<file path="src/rtl/router_pkg.sv">
//------------------------------------------------------------------------------
// router_pkg : shared router constants and the output-port grant state type.
// Rev 1.0 -- initial release
//------------------------------------------------------------------------------
`default_nettype none

package router_pkg;

  localparam int NUM_PORTS = 16;
  localparam int PORT_ID_W = 4;

  typedef enum logic [0:0] {
    IDLE = 1'b0,
    HOLD = 1'b1
  } grant_state_e;

endpackage

`default_nettype wire

</file>
<file path="src/rtl/rr_pick.sv">
//------------------------------------------------------------------------------
// rr_pick : combinational round-robin picker; first set req at or above ptr.
// Rev 1.0 -- initial release
//------------------------------------------------------------------------------
`default_nettype none

module rr_pick
  import router_pkg::*;
#(
  parameter int NUM_IN = NUM_PORTS,
  parameter int ID_W   = PORT_ID_W
) (
  input  logic [NUM_IN-1:0] req,
  input  logic [ID_W-1:0]   ptr,
  output logic              found,
  output logic [NUM_IN-1:0] winner,
  output logic [ID_W-1:0]   winner_id
);

  logic [ID_W-1:0] idx;

  // Index arithmetic in ID_W bits gives the 15->0 wrap for free.
  always_comb begin
    found     = 1'b0;
    winner    = '0;
    winner_id = '0;
    idx       = '0;
    for (int i = 0; i < NUM_IN; i++) begin
      idx = ptr + ID_W'(i);
      if (!found && req[idx]) begin
        found       = 1'b1;
        winner[idx] = 1'b1;
        winner_id   = idx;
      end
    end
  end

endmodule

`default_nettype wire

</file>
<file path="src/rtl/output_port_grant.sv">
//------------------------------------------------------------------------------
// output_port_grant : round-robin grant FSM for one router output port.
// Optional hold limit enabled by OUTPUT_PORT_GRANT_TIMEOUT_EN.
// Rev 1.0 -- initial release
//------------------------------------------------------------------------------
`default_nettype none

module output_port_grant
  import router_pkg::*;
#(
  parameter int NUM_IN   = NUM_PORTS,
  parameter int MAX_HOLD = 255
) (
  input  logic                       clk,
  input  logic                       rst_n,
  input  logic [NUM_IN-1:0]          req,
  input  logic [NUM_IN-1:0]          done,
  output logic [NUM_IN-1:0]          grant,
  output logic [$clog2(NUM_IN)-1:0]  grant_id,
  output logic                       busy
`ifdef OUTPUT_PORT_GRANT_TIMEOUT_EN
  ,
  output logic                       timeout
`endif
);

  localparam int ID_W = $clog2(NUM_IN);

  grant_state_e      state_q, state_d;
  logic [ID_W-1:0]   ptr_q, ptr_d;
  logic [NUM_IN-1:0] grant_q, grant_d;
  logic [ID_W-1:0]   grant_id_q, grant_id_d;

  logic              pick_found;
  logic [NUM_IN-1:0] pick_winner;
  logic [ID_W-1:0]   pick_id;

`ifdef OUTPUT_PORT_GRANT_TIMEOUT_EN
  localparam logic [7:0] HOLD_LIMIT = 8'(MAX_HOLD);
  logic [7:0] cnt_q, cnt_d;
  logic       timeout_q, timeout_d;
`else
  // The hold limit has no effect without the counter.
  if (MAX_HOLD < 0) begin : g_max_hold_unused
  end
`endif

  rr_pick #(
    .NUM_IN (NUM_IN),
    .ID_W   (ID_W)
  ) u_rr_pick (
    .req       (req),
    .ptr       (ptr_q),
    .found     (pick_found),
    .winner    (pick_winner),
    .winner_id (pick_id)
  );

  always_comb begin
    state_d    = state_q;
    ptr_d      = ptr_q;
    grant_d    = grant_q;
    grant_id_d = grant_id_q;
`ifdef OUTPUT_PORT_GRANT_TIMEOUT_EN
    cnt_d      = cnt_q;
    timeout_d  = 1'b0;
`endif
    if (state_q == IDLE) begin
      if (pick_found) begin
        state_d    = HOLD;
        grant_d    = pick_winner;
        grant_id_d = pick_id;
        ptr_d      = pick_id + ID_W'(1);
`ifdef OUTPUT_PORT_GRANT_TIMEOUT_EN
        cnt_d      = '0;
`endif
      end
    end else begin
      // Only the granted input's done ends the hold; done wins over the limit.
      if (done[grant_id_q]) begin
        state_d    = IDLE;
        grant_d    = '0;
        grant_id_d = '0;
      end
`ifdef OUTPUT_PORT_GRANT_TIMEOUT_EN
      else if (cnt_q == HOLD_LIMIT) begin
        state_d    = IDLE;
        grant_d    = '0;
        grant_id_d = '0;
        timeout_d  = 1'b1;
      end else begin
        cnt_d      = cnt_q + 8'd1;
      end
`endif
    end
  end

  always_ff @(posedge clk or negedge rst_n) begin
    if (!rst_n) begin
      state_q    <= IDLE;
      ptr_q      <= '0;
      grant_q    <= '0;
      grant_id_q <= '0;
    end else begin
      state_q    <= state_d;
      ptr_q      <= ptr_d;
      grant_q    <= grant_d;
      grant_id_q <= grant_id_d;
    end
  end

`ifdef OUTPUT_PORT_GRANT_TIMEOUT_EN
  always_ff @(posedge clk or negedge rst_n) begin
    if (!rst_n) begin
      cnt_q     <= '0;
      timeout_q <= 1'b0;
    end else begin
      cnt_q     <= cnt_d;
      timeout_q <= timeout_d;
    end
  end

  assign timeout = timeout_q;
`endif

  assign grant    = grant_q;
  assign grant_id = grant_id_q;
  assign busy     = (state_q == HOLD);

endmodule

`default_nettype wire

</file>
<file path="config.mk">
export PLATFORM = sky130hd
export DESIGN_NAME = output_port_grant
export DESIGN_NICKNAME = d
export VERILOG_FILES = /design/src/rtl/router_pkg.sv /design/src/rtl/rr_pick.sv /design/src/rtl/output_port_grant.sv
export SDC_FILE = /design/constraint.sdc
export NUM_CORES = 1
export LEC_CHECK = 0
export BUFFER_PORTS_ARGS = -buffer_cell sky130_fd_sc_hd__buf_4
export CELL_PAD_IN_SITES_DETAIL_PLACEMENT = 1
export CELL_PAD_IN_SITES_GLOBAL_PLACEMENT = 2
export CORE_UTILIZATION = 40
export DETAILED_ROUTE_END_ITERATION = 10
export HOLD_SLACK_MARGIN = 0.1
export PLACE_DENSITY = 0.95
export SKIP_CTS_REPAIR_TIMING = 1
export SYNTH_ARGS = -nofsm -noshare
export SYNTH_HDL_FRONTEND = slang
export SYNTH_HIERARCHICAL = 1
export SYNTH_SLANG_ARGS = --single-unit
</file>
<file path="constraint.sdc">
create_clock -name clk -period 11.6 [get_ports clk]
set_clock_uncertainty 0.2 [all_clocks]
set_input_delay 0 -clock clk [delete_from_list [all_inputs] [get_ports clk]]
set_output_delay 0 -clock clk [all_outputs]
set_load 0.01 [all_outputs]
</file>
==> results.ini <==
[status]
status = completed

[detailed_routing]
drc = 0
viasPerCell = 7.626
post_drt_wl_per_cell_um = 30.23
finalWirelength_um = 27810
vias = 7016
drtAntennaViolNets = 0
drtIter0Drc = 969
first_pass_iters = 5

[synthesis]
synth-edff-count = 0
syn_nets = 771
synth-warning-count = 6
synth.distinct_cells = 86
netlist_instances = 723
synth.yosys.seq_area_share_pct = 10.78
avgSynthCellArea_um2 = 8.030
async_flop_share_pct = 100.0
syn-cell-area_um2 = 5806
ys_ff_latch = 25
synthFlopType = dfrtp_1

[grt]
grt_max_degree = 41
grt_pass1_wl_um = 42230
grt_pass1_vias = 6994
grt-ovfl-total = 0
antenna_found_initial = 0
grt_usage_pct = 37.42

[cts]
insertion_delay_ns = 0.26
clock-sinks = 25
cts.path.max_buffers = 2
cts.htree.levels = 1
cts_buffers = 3
clk_pin_slew_ns = 0.07
tritoncts = yes
root_buffer = clkbuf_16

[placed_design]
portBuffers = 54
place_area_um2 = 6266
dpl.hpwl_um = 20860
gp_congestion = 0.9955

[critical_path]
path_class = reg -> reg
endpoint_kind = flop
critical_path_required_ns = 11.55
cp.arrival_ns = 6.66
critPathMaxFanout = 28
start_kind = flop

[layout]
layout_common_cells = nand2_1 (94), buf_4 (69), nor2_1 (57), mux2i_1 (46), nand3_1 (35)
fillers = 1697
final_layout_size_suffix_gt1_share_pct = 19.73
stdcell_area_um2 = 6389
final_nets = 789
insertedDiodeCount = 0
layout_commonest_cell = nand2_1
syn_to_final_growth_pct = 10.04

[timing]
rsz0062_at_grt = no
slew_viol_final = 0
setup_violations = 0
tightest_slew_ns = 1.218
fin_crit_sh_pct = 57.82
worst_hold_slack_ns = 0.1630
final.setup.tns_ns = 0
fin_crit_ns = 6.707
max_freq_mhz = 149.1
hold_viol = 0
slew_headroom_pct = 18.25

[min_path]
hold_path_class = in -> reg

[floorplan]
start_util_pct = 41.34
rows = 43
num_io_pins = 55
coreArea_um2 = 14040
dieArea_um2 = 15000
die_w_um = 122.5
chipHeight_um = 122.5

[run]
cap_violations = 0

==> critical path: stages, from the launching register on <==
cell      delay (ns)
dfrtp_1         0.32
buf_4           0.34
inv_1           0.25
ha_1            1.00
clkinv_1        0.82
nand3_1         0.36
o211ai_1        0.36
or4_4           0.83
nor4_4          0.36
nand2_1         0.73
nand2b_1        0.58
mux2_2          0.39
==> flip-flops by register name, summed over array words and instances (netlist names) <==
name,cells
ptr_q,4
grant,16
grant_id,4
busy,1
==> stage by stage <==
step / worst slack, ns / utilization, % / cells
CTS: 4.994 / 45.21 / 917
global placement: 5.300 / 44.62 / 913
finish: 4.893 / 45.50 / 920
detailed placement: 4.999 / 44.62 / 913
global route: 4.498 / 45.50 / 920
floorplan: 6.172 / - / 723
==> final cells by class <==
type	count	area, um^2	share of cell area [%]
Tap cell	180	225.2	3.525
Inverter	17	63.81	0.9988
Multi-Input combinational cell	622	4833	75.66
Timing Repair Buffer	72	558.0	8.735
Sequential cell	25	625.6	9.792
Clock buffer	3	75.07	1.175
Clock inverter	1	7.507	0.1175
==> synthesized netlist by cell type, types with 10 or more instances <==
library cell  number  area, um^2
inv_1             14       52.55
nand3_1           35       175.2
nor3_1            23       115.1
o21ai_0           16       80.08
nand4_1           19       118.9
and3_1            10       62.56
o221ai_1          20       175.2
clkbuf_1          38       142.6
nand2_1           94       352.8
o2bb2ai_1         18       157.7
mux2i_1           46       460.4
ha_1              14       175.2
mux4_2            34       765.7
mux2_2            13       146.4
dfrtp_1           25       625.6
a21oi_1           21       105.1
o22ai_1           15       93.84
nor2_1            57       214.0
xnor2_1           11       96.34
o211ai_1          10       75.07
==> layer usage <==
| metal | global-route usage, % | up-vias | routed length (um) |
|---|---|---|---|
| li1 | - | 2927 | - |
| met1 | 49.38 | 3489 | 11000 |
| met2 | 59.34 | 486 | 12760 |
| met3 | 6.366 | 114 | 2606 |
| met4 | 17.38 | 0 | 1439 |
| met5 | 0 | - | 0 |
==> cells by family (layout without fill, tap and decap cells) <==
logic type / after synthesis / count (layout) / synth area share, %
compound gates: 203 / 203 / 27.33
mux: 94 / 94 / 23.84
flops: 25 / 25 / 10.78
buf+inv: 76 / 93 / 5.970
fa+ha+maj: 14 / 14 / 3.017
simple gates: 296 / 296 / 26.81
xor+xnor: 15 / 15 / 2.263
==> final timing paths <==
kind | startpoint | to | slack [ns] | depth (start not counted)
max | ptr_q[1]$_DFFE_PN0P_ | ptr_q[1]$_DFFE_PN0P_ | 4.89 | 11
min | done[10] | grant_id[1]$_DFFE_PN0P_ | 0.16 | 4
max reg2reg | ptr_q[1]$_DFFE_PN0P_ | ptr_q[1]$_DFFE_PN0P_ | 4.89 | 11
min reg2reg | grant[6]$_DFFE_PN0P_ | grant[6]$_DFFE_PN0P_ | 0.32 | 1
max in group asynchronous | rst_n | grant_id[1]$_DFFE_PN0P_ | 10.47 | 4
min in group asynchronous | rst_n | grant[15]$_DFFE_PN0P_ | 0.57 | 4
Power is left out: the tool's default activity adds up to more than one toggle a clock period on the data nets, which glitch-free logic cannot reach.
